## config.mk

```make
export PLATFORM = sky130hd
export DESIGN_NAME = sd_reg_bus_bridge
export DESIGN_NICKNAME = d
export VERILOG_FILES = /design/src/rtl/sd_reg_bus_bridge.sv
export SDC_FILE = /design/constraint.sdc
export NUM_CORES = 1
export LEC_CHECK = 0
export CAP_MARGIN = 0
export CORE_MARGIN = 2
export CORE_UTILIZATION = 30
export DETAILED_ROUTE_END_ITERATION = 8
export HOLD_SLACK_MARGIN = 0.05
export SYNTH_ARGS = -nofsm -noshare
export SYNTH_HDL_FRONTEND = slang
export SYNTH_SLANG_ARGS = --single-unit
```

## constraint.sdc

```tcl
create_clock -name clk -period 2.55 [get_ports clk]
set_input_delay 0.51 -clock clk [delete_from_list [all_inputs] [get_ports clk]]
set_output_delay 0.51 -clock clk [all_outputs]
set_load 0.01 [all_outputs]
```

## src/rtl/sd_reg_bus_bridge.sv

```systemverilog
// ---------------------------------------------------------------------------
// sd_reg_bus_bridge
//
// Host-side bus adapter that sits directly in front of the SD host register
// block. Each handshaked host transaction (valid/ready with byte enables) is
// turned into exactly one req/wnr/address/data_in access on the register
// side. The bridge then waits for reg_ack, realigns any read data into the
// host's byte lanes and returns a single response. Only one access is ever
// in flight, so the register block never sees overlapping requests.
//
// Build option:
//   SD_REG_BRIDGE_TIMEOUT_EN - when defined, an access that has not been
//   acknowledged within TIMEOUT_CYCLES ISSUE cycles is abandoned and answered
//   with rsp_err=1. When undefined, ISSUE waits for reg_ack indefinitely.
//
// Parameters:
//   ADDR_W          register address width
//   TIMEOUT_CYCLES  ISSUE cycles without ack before abort (timeout build only)
//
// Ports:
//   clk, reset      system clock, synchronous active-high reset
//   host_valid      host request valid
//   host_ready      bridge can accept a request
//   host_wnr        1 = write, 0 = read
//   host_addr       byte address; [1:0] ignored, lane comes from host_be
//   host_be         byte enables (0001/0010/0100/1000/0011/1100/1111 legal)
//   host_wdata      write data, lane-aligned
//   rsp_valid       response valid
//   rsp_ready       host accepts response
//   rsp_rdata       read data, lane-aligned, zero outside enabled lanes
//   rsp_err         illegal byte enable (or timeout)
//   reg_wnr         register block write-not-read
//   reg_req         register block access size: 00 idle, 01 byte,
//                   10 16-bit, 11 32-bit
//   reg_address     register block address
//   reg_data_in     register block write data, right-justified
//   reg_ack         register block acknowledge
//   reg_data_out    register block read data, right-justified, valid with ack
// ---------------------------------------------------------------------------
module sd_reg_bus_bridge #(
   parameter int ADDR_W         = 8,
   parameter int TIMEOUT_CYCLES = 255
) (
   input  logic              clk,
   input  logic              reset,
   input  logic              host_valid,
   output logic              host_ready,
   input  logic              host_wnr,
   input  logic [ADDR_W-1:0] host_addr,
   input  logic [3:0]        host_be,
   input  logic [31:0]       host_wdata,
   output logic              rsp_valid,
   input  logic              rsp_ready,
   output logic [31:0]       rsp_rdata,
   output logic              rsp_err,
   output logic              reg_wnr,
   output logic [1:0]        reg_req,
   output logic [ADDR_W-1:0] reg_address,
   output logic [31:0]       reg_data_in,
   input  logic              reg_ack,
   input  logic [31:0]       reg_data_out
);

   typedef enum logic [1:0] {
      IDLE  = 2'd0,
      ISSUE = 2'd1,
      RESP  = 2'd2
   } state_t;

   state_t            state_q, state_d;
   logic              host_ready_q, host_ready_d;
   logic              rsp_valid_q, rsp_valid_d;
   logic [31:0]       rsp_rdata_q, rsp_rdata_d;
   logic              rsp_err_q, rsp_err_d;
   logic              reg_wnr_q, reg_wnr_d;
   logic [1:0]        reg_req_q, reg_req_d;
   logic [ADDR_W-1:0] reg_address_q, reg_address_d;
   logic [31:0]       reg_data_in_q, reg_data_in_d;
   // Byte enables and lowest lane of the accepted request, kept so the
   // read data can be put back into the lanes the host asked for.
   logic [3:0]        be_q, be_d;
   logic [1:0]        lane_q, lane_d;

   logic              dec_legal;
   logic [1:0]        dec_req;
   logic [1:0]        dec_lane;
   logic [31:0]       dec_data;
   logic [31:0]       be_mask;
   logic [31:0]       rd_aligned;

`ifdef SD_REG_BRIDGE_TIMEOUT_EN
   localparam int CNT_W = (TIMEOUT_CYCLES < 2) ? 1 : $clog2(TIMEOUT_CYCLES + 1);
   logic [CNT_W-1:0]  tmo_cnt_q, tmo_cnt_d;
   logic              unused_bits;
   assign unused_bits = ^host_addr[1:0];
`else
   logic              unused_bits;
   assign unused_bits = ^{host_addr[1:0], 32'(TIMEOUT_CYCLES)};
`endif

   // Byte-enable decode: access size, lowest lane and the right-justified
   // write data for that lane. Anything not listed is rejected outright.
   always_comb begin
      dec_legal = 1'b0;
      dec_req   = 2'b00;
      dec_lane  = 2'd0;
      dec_data  = 32'h0;
      case (host_be)
         4'b0001: begin
            dec_legal = 1'b1;
            dec_req   = 2'b01;
            dec_lane  = 2'd0;
            dec_data  = {24'h0, host_wdata[7:0]};
         end
         4'b0010: begin
            dec_legal = 1'b1;
            dec_req   = 2'b01;
            dec_lane  = 2'd1;
            dec_data  = {24'h0, host_wdata[15:8]};
         end
         4'b0100: begin
            dec_legal = 1'b1;
            dec_req   = 2'b01;
            dec_lane  = 2'd2;
            dec_data  = {24'h0, host_wdata[23:16]};
         end
         4'b1000: begin
            dec_legal = 1'b1;
            dec_req   = 2'b01;
            dec_lane  = 2'd3;
            dec_data  = {24'h0, host_wdata[31:24]};
         end
         4'b0011: begin
            dec_legal = 1'b1;
            dec_req   = 2'b10;
            dec_lane  = 2'd0;
            dec_data  = {16'h0, host_wdata[15:0]};
         end
         4'b1100: begin
            dec_legal = 1'b1;
            dec_req   = 2'b10;
            dec_lane  = 2'd2;
            dec_data  = {16'h0, host_wdata[31:16]};
         end
         4'b1111: begin
            dec_legal = 1'b1;
            dec_req   = 2'b11;
            dec_lane  = 2'd0;
            dec_data  = host_wdata;
         end
         default: begin
            dec_legal = 1'b0;
         end
      endcase
   end

   // Shifting by the lowest lane and masking with the enables both moves the
   // data into place and clears whatever the register block returned above
   // the access width.
   assign be_mask    = {{8{be_q[3]}}, {8{be_q[2]}}, {8{be_q[1]}}, {8{be_q[0]}}};
   assign rd_aligned = (reg_data_out << {lane_q, 3'b000}) & be_mask;

   always_comb begin
      state_d       = state_q;
      rsp_valid_d   = rsp_valid_q;
      rsp_rdata_d   = rsp_rdata_q;
      rsp_err_d     = rsp_err_q;
      reg_wnr_d     = reg_wnr_q;
      reg_req_d     = reg_req_q;
      reg_address_d = reg_address_q;
      reg_data_in_d = reg_data_in_q;
      be_d          = be_q;
      lane_d        = lane_q;
`ifdef SD_REG_BRIDGE_TIMEOUT_EN
      tmo_cnt_d     = tmo_cnt_q;
`endif

      case (state_q)
         IDLE: begin
            if (host_valid && host_ready_q) begin
               be_d   = host_be;
               lane_d = dec_lane;
               if (dec_legal) begin
                  reg_req_d     = dec_req;
                  reg_wnr_d     = host_wnr;
                  reg_address_d = {host_addr[ADDR_W-1:2], dec_lane};
                  reg_data_in_d = dec_data;
                  state_d       = ISSUE;
`ifdef SD_REG_BRIDGE_TIMEOUT_EN
                  tmo_cnt_d     = '0;
`endif
               end else begin
                  rsp_valid_d = 1'b1;
                  rsp_err_d   = 1'b1;
                  rsp_rdata_d = 32'h0;
                  state_d     = RESP;
               end
            end
         end

         ISSUE: begin
            // Ack is checked first so that an ack arriving on the expiry
            // cycle still completes normally.
            if (reg_ack) begin
               rsp_valid_d   = 1'b1;
               rsp_err_d     = 1'b0;
               rsp_rdata_d   = reg_wnr_q ? 32'h0 : rd_aligned;
               reg_req_d     = 2'b00;
               reg_wnr_d     = 1'b0;
               reg_address_d = '0;
               reg_data_in_d = 32'h0;
               state_d       = RESP;
            end
`ifdef SD_REG_BRIDGE_TIMEOUT_EN
            else if (tmo_cnt_q == CNT_W'(TIMEOUT_CYCLES - 1)) begin
               rsp_valid_d   = 1'b1;
               rsp_err_d     = 1'b1;
               rsp_rdata_d   = 32'h0;
               reg_req_d     = 2'b00;
               reg_wnr_d     = 1'b0;
               reg_address_d = '0;
               reg_data_in_d = 32'h0;
               state_d       = RESP;
            end else begin
               tmo_cnt_d = tmo_cnt_q + 1'b1;
            end
`endif
         end

         RESP: begin
            if (rsp_ready) begin
               rsp_valid_d = 1'b0;
               rsp_err_d   = 1'b0;
               rsp_rdata_d = 32'h0;
               state_d     = IDLE;
            end
         end

         default: begin
            state_d = IDLE;
         end
      endcase

      // Registered ready means the cycle of a response handshake can never
      // also accept a new request; ready reappears one cycle later.
      host_ready_d = (state_d == IDLE);
   end

   always_ff @(posedge clk) begin
      if (reset) begin
         state_q       <= IDLE;
         host_ready_q  <= 1'b0;
         rsp_valid_q   <= 1'b0;
         rsp_rdata_q   <= 32'h0;
         rsp_err_q     <= 1'b0;
         reg_wnr_q     <= 1'b0;
         reg_req_q     <= 2'b00;
         reg_address_q <= '0;
         reg_data_in_q <= 32'h0;
         be_q          <= 4'h0;
         lane_q        <= 2'd0;
`ifdef SD_REG_BRIDGE_TIMEOUT_EN
         tmo_cnt_q     <= '0;
`endif
      end else begin
         state_q       <= state_d;
         host_ready_q  <= host_ready_d;
         rsp_valid_q   <= rsp_valid_d;
         rsp_rdata_q   <= rsp_rdata_d;
         rsp_err_q     <= rsp_err_d;
         reg_wnr_q     <= reg_wnr_d;
         reg_req_q     <= reg_req_d;
         reg_address_q <= reg_address_d;
         reg_data_in_q <= reg_data_in_d;
         be_q          <= be_d;
         lane_q        <= lane_d;
`ifdef SD_REG_BRIDGE_TIMEOUT_EN
         tmo_cnt_q     <= tmo_cnt_d;
`endif
      end
   end

   assign host_ready  = host_ready_q;
   assign rsp_valid   = rsp_valid_q;
   assign rsp_rdata   = rsp_rdata_q;
   assign rsp_err     = rsp_err_q;
   assign reg_wnr     = reg_wnr_q;
   assign reg_req     = reg_req_q;
   assign reg_address = reg_address_q;
   assign reg_data_in = reg_data_in_q;

endmodule

```

==> results.py, run 1 <==
metrics = {
    "critical_path": {
        "cp_cell_sequence": "clkdlybuf4s50_1 > buf_12 > and3_4 > o21ai_0 > a21boi_1 > a32o_1",
        "startpoint_type": "input pin",
        "crit_type": "input pin to register",
        "worst_setup_path_end_kind": "register",
        "cp_max_fo": 27,
        "max_stage_delay_ns": 0.66,
        "arrival_ns": 2.63,
        "path_delay_family": "compound AO/OA/AOI/OAI gates",
        "cp.required_ns": 2.84,
        "critPathSlowestCell": "a21boi_1",
        "worst-path-buf-inv": 2,
    },
    "route": {
        "ant_nets": 0,
        "drc": 0,
        "dr.pass1.iters": 5,
        "wire_per_inst_um": 17.5,
        "routed_wl_um": 15300,
        "dr.first_iter.drc_count": 255,
        "num_vias": 4603,
        "routed_via_density": 5.28,
    },
    "floorplanning": {
        "dieArea_um2": 16200,
        "num_rows": 45,
        "core-area_um2": 15000,
        "ioPinCount": 160,
        "fp.dieH_um": 127,
        "fp.dieW_um": 127,
        "initial_core_util": 0.303,
    },
    "sta": {
        "grt_setup_unrepaired": "false",
        "setup_violations": 0,
        "hold_viol": 0,
        "post-route-min-period_ns": 2.34,
        "max_freq_mhz": 427,
        "fin_crit_sh": 0.918,
        "drv_slew": 0,
        "slew_headroom": 0.446,
        "worst_slew_pin_slew_ns": 0.830,
        "skew_ns": 0.0110,
        "layout_setup_ws_ns": 0.209,
    },
    "placed_design": {
        "placed_cells": 855,
        "hpwl_um": 11500,
        "port_buffers": 157,
        "gp_congestion": 0.829,
        "post-place-ws_ns": -0.0454,
    },
    "run_status": {
        "outcome": "finished clean",
    },
    "grt": {
        "grt_pass1_vias": 4483,
        "grt_usage": 0.186,
        "antenna_found_initial": 0,
        "grt-ovfl-total": 0,
        "grt_first_pass_wirelength_um": 23800,
        "grt_max_degree": 36,
    },
    "finish": {
        "syn2layout_area_growth_pct": 49.6,
        "drive_gt1_frac": 0.105,
        "layout.cells.non_filler": 871,
        "layout.nets": 764,
        "diodes": 0,
        "n_fill_cell": 1428,
    },
    "logic_synthesis": {
        "synthFlopType": "dfxtp_1",
        "syn-num-nets": 608,
        "ys_seq_elements": 86,
        "avgSynthCellArea_um2": 8.73,
        "yosysWarnings": 0,
        "async_flop_share": 0,
        "synth-seq-area-share": 0.378,
        "synth_edf_count": 0,
        "syn_inst": 522,
        "ys_types": 61,
        "synth_area_um2": 4560,
    },
    "cts": {
        "insertion_delay_ns": 0.35,
        "post_cts_resized": 0,
        "htree_levels": 3,
        "tritoncts": "built",
        "cts_setup_buffers": 0,
        "cts_buffer_depth": 2,
        "cts_made_buffers": 9,
        "clk_pin_slew_ns": 0.07,
        "cts-root-buf": "clkbuf_16",
        "clkSinkCount": 86,
        "hold_buffers": 0,
    },
    "run": {
        "cap_violations": 0,
    },
    "power_and_ir_drop": {
        "power_density_nw_per_um2": 528,
        "power.leakage_nw": 2.51,
        "ir_worst_vdd_mv": 0.360,
    },
    "min_path": {
        "holdCritPathClass": "register to register",
    },
}
## layout make-up
cell class	count	area (um^2)	share of cell area
repair buffers	193	1930	0.283
multi-input cells	382	2600	0.381
clock buffers	11	253	0.0370
flip-flops and latches	86	1720	0.252
well taps	188	235	0.0345
clock inverters	5	63.8	0.00935
inverters	6	22.5	0.00330
## state kept, by name (all words and copies together), names as in the netlist
name         count
rsp_rdata       32
reg_address      8
host_ready       1
reg_wnr          1
state_q          2
rsp_valid        1
reg_data_in     32
lane_q           2
reg_req          2
be_q             4
rsp_err          1
## path summary, 6_finish.rpt
kind	from	end	slack, ns	depth (start not counted)
hold reg to reg	be_q[3]	be_q[3]	0.46	2
setup / recovery	host_be[1]	reg_data_in[7]	0.21	6
setup reg to reg	state_q[1]	rsp_rdata[11]	0.27	8
hold / removal	be_q[3]	be_q[3]	0.46	2
## cells in the final DEF, fill, tap and decap left out, types with 3 or more instances in the layout
master           synthesis  layout
clkdlybuf4s50_1          0     157
nand2_1                112     112
dfxtp_1                 86      86
mux2i_1                 48      48
buf_4                    0      29
o211ai_1                27      27
o21ai_0                 27      27
o2bb2ai_1               15      15
a21oi_1                 13      13
a22o_1                  12      12
o21ai_1                 11      11
nor2_1                  10      10
clkbuf_16                0       9
a2bb2oi_1                8       8
mux2_2                   8       8
o32ai_1                  8       7
buf_12                   0       7
a22oi_1                  6       6
inv_1                    6       5
nor2b_1                  5       5
and3_1                   5       5
nor3_1                   5       5
a222oi_1                 5       5
nand3_1                  4       4
ha_1                     4       4
and2_1                   3       3
## report_power, final
group | total [mW] | switching (mW) | internal (mW)
clock | 1.41 | 0.582 | 0.823
sequential | 1.40 | 0.0214 | 1.37
combinational | 0.802 | 0.406 | 0.397
total | 3.60 | 1.01 | 2.59
## stage by stage
stage / power [mW] / area (um^2) / hold WS (ns) / util / TNS (ns)
CTS: 3.62 / 6820 / 0.460 / 0.454 / 0
floorplan: 1.84 / 4560 / 0.432 / - / 0
global route: 3.74 / 6820 / 0.477 / 0.454 / 0
finish: 3.60 / 6820 / 0.457 / 0.454 / 0
detailed placement: 2.22 / 6510 / 0.445 / 0.433 / -0.534
global placement: 2.21 / 6510 / 0.441 / 0.433 / -0.0147
## cells in the mapped netlist, types with 8 or more instances
cell type	number	area, um^2
a21oi_1	13	65.1
clkbuf_1	27	101
nand2_1	112	420
dfxtp_1	86	1720
mux2_2	8	90.1
a2bb2oi_1	8	70.1
o21ai_0	27	135
nor2_1	10	37.5
buf_1	10	37.5
o21ai_1	11	55.1
a22o_1	12	105
o2bb2ai_1	15	131
o211ai_1	27	203
mux2i_1	48	480
o32ai_1	8	70.1
## cells by family (layout without fill, tap and decap cells)
kind of cell / after synthesis / count (layout) / synth area share
compound gates: 154 / 154 / 0.253
flops: 86 / 86 / 0.378
mux: 58 / 58 / 0.132
fa+ha+maj: 4 / 4 / 0.0110
xor+xnor: 3 / 3 / 0.00576
buf+inv: 54 / 215 / 0.0543
simple gates: 163 / 163 / 0.167
## layer usage
layer  track usage  up-vias  part of all wire
met3        0.0494       28             0.081
met2         0.298      189              0.46
met4        0.0743        0             0.025
met1         0.240     2165              0.44
met5             0        -                 0
li1              -     2221                 -
## worst register-to-register path: stages (launching register included)
cell and delay [ns]:
dfxtp_1 0.35, inv_1 0.10, ha_1 0.33, a21boi_1 0.58
nor4_2 0.16, o41ai_4 0.10, buf_12 0.16, buf_12 0.19
mux2i_1 0.23
(Power assumes the default switching activity.)
==> inputs of run 2 (changes only) <==
--- a/config.mk
+++ b/config.mk
@@ -10,6 +10,7 @@
 export CORE_UTILIZATION = 30
 export DETAILED_ROUTE_END_ITERATION = 8
 export HOLD_SLACK_MARGIN = 0.05
+export RECOVER_POWER = 25
 export SYNTH_ARGS = -nofsm -noshare
 export SYNTH_HDL_FRONTEND = slang
 export SYNTH_SLANG_ARGS = --single-unit
==> run 2 against run 1 <==
- routed wire length barely moved
- setup slack improved by 0.016 ns
- register-to-register slack improved by 0.02 ns
- die area did not move
- hold slack barely moved
- global-route usage did not move
- cell area barely moved
- final cell count did not move
- largest power group unchanged
==> results.py, run 2 (synthesis gave the netlist of run 1 again) <==
metrics = {
    "placed_design": {
        "hpwl_um": 11500,
        "gp_congestion": 0.829,
        "placed_cells": 855,
        "port_buffers": 157,
    },
    "route": {
        "num_vias": 4588,
        "routed_wl_um": 15300,
        "ant_nets": 0,
        "routed_via_density": 5.27,
        "dr.first_iter.drc_count": 270,
        "dr.pass1.iters": 5,
        "drc": 0,
        "wire_per_inst_um": 17.5,
    },
    "floorplanning": {
        "fp.dieH_um": 127,
        "core-area_um2": 15000,
        "num_rows": 45,
        "ioPinCount": 160,
        "dieArea_um2": 16200,
        "fp.dieW_um": 127,
        "initial_core_util": 0.303,
    },
    "cts": {
        "post_cts_resized": 0,
        "tritoncts": "built",
        "cts_buffer_depth": 2,
        "hold_buffers": 0,
        "clkSinkCount": 86,
        "cts_made_buffers": 9,
        "insertion_delay_ns": 0.35,
        "cts_setup_buffers": 0,
        "clk_pin_slew_ns": 0.07,
        "cts-root-buf": "clkbuf_16",
        "htree_levels": 3,
    },
    "sta": {
        "grt_setup_unrepaired": "false",
        "hold_viol": 0,
        "drv_slew": 0,
        "finalSetupTns_ns": 0,
        "skew_ns": 0.0117,
        "fin_crit_sh": 0.912,
        "worst_slew_pin_slew_ns": 0.828,
        "setup_violations": 0,
        "max_freq_mhz": 430,
        "slew_headroom": 0.447,
        "hold-worst-slack_ns": 0.457,
        "post-route-min-period_ns": 2.33,
    },
    "grt": {
        "grt-ovfl-total": 0,
        "grt_use_met3": 0.0494,
        "grt.met1_usage": 0.240,
        "grt_pass1_vias": 4483,
        "busiest_layer": "met2",
        "grt_usage": 0.186,
        "antenna_found_initial": 0,
        "grt_use_met2": 0.298,
        "grt_first_pass_wirelength_um": 23800,
        "grt_max_degree": 36,
    },
    "finish": {
        "diodes": 0,
        "syn2layout_area_growth_pct": 49.6,
        "drive_gt1_frac": 0.104,
        "mostFrequentLayoutCell": "clkdlybuf4s50_1",
        "final_cell_mix": "122 x clkdlybuf4s50_1, 112 x nand2_1, 86 x dfxtp_1",
        "n_fill_cell": 1430,
        "layout.nets": 764,
        "layout.cells.non_filler": 871,
    },
    "power_and_ir_drop": {
        "power.leakage_nw": 2.63,
        "ir_worst_vdd_mv": 0.360,
        "power_density_nw_per_um2": 527,
    },
    "min_path": {
        "holdCritPathClass": "register to register",
        "hp-start": "be_q[3]",
    },
    "critical_path": {
        "cp.required_ns": 2.84,
        "crit_type": "input pin to register",
        "startpoint_type": "input pin",
        "arrival_ns": 2.62,
        "r2r_start": "state_q[1]",
        "cp-startpoint": "host_be[1]",
        "worst_setup_path_end_kind": "register",
        "cp_max_fo": 27,
    },
    "run": {
        "cap_violations": 0,
    },
    "run_status": {
        "outcome": "finished clean",
    },
}
==> run 2: cell types whose count changed in the layout (fill, tap and decap cells not counted), sizes merged <==
cell / before / now
clkdlybuf4s50: 157 / 122
dlygate4sd3: 0 / 35
clkbuf: 11 / 12
buf: 36 / 35
==> run 2: final cells by class <==
class	count	area [um^2]	share of cell area
inverter	6	22.5	0.00330
clock buffer	11	253	0.0371
multi-input combinational	382	2600	0.381
timing repair buffer	193	1930	0.282
tap	188	235	0.0345
clock inverter	5	63.8	0.00936
sequential	86	1720	0.252
==> run 2: worst max-delay path, stage by stage <==
cell and delay [ns]:
clkdlybuf4s50_1 0.54, buf_12 0.19, and3_4 0.30, o21ai_0 0.14, a21boi_1 0.66, a32o_1 0.27
==> run 2: metal layers <==
metal,up-vias,share of wire
li1,2225,-
met1,2150,0.44
met2,187,0.46
met3,26,0.081
met4,0,0.025
met5,-,0
==> run 2: stage by stage <==
| stage | power (mW) | cell area [um^2] | worst slack [ns] | utilization |
|---|---|---|---|---|
| finish | 3.59 | 6820 | 0.225 | 0.454 |
| global route | 3.73 | 6820 | 0.144 | 0.454 |
| CTS | 3.62 | 6820 | 0.286 | 0.454 |
| detailed placement | 2.22 | 6510 | -0.0454 | 0.433 |
| global placement | 2.21 | 6510 | -0.0147 | 0.433 |
| floorplan | 1.84 | 4560 | 0.523 | - |
==> run 2: path summary, 6_finish.rpt <==
| check | to | slack (ns) | depth (start not counted) |
|---|---|---|---|
| worst max-delay path | reg_data_in[7] | 0.22 | 6 |
| worst min-delay path | be_q[3] | 0.46 | 2 |
| worst max register to register | rsp_rdata[11] | 0.29 | 8 |
| worst min register to register | be_q[3] | 0.46 | 2 |
==> run 2: power breakdown <==
part / switching [mW] / internal (mW)
logic: 0.405 / 0.391
clock network: 0.581 / 0.823
registers: 0.0207 / 1.37
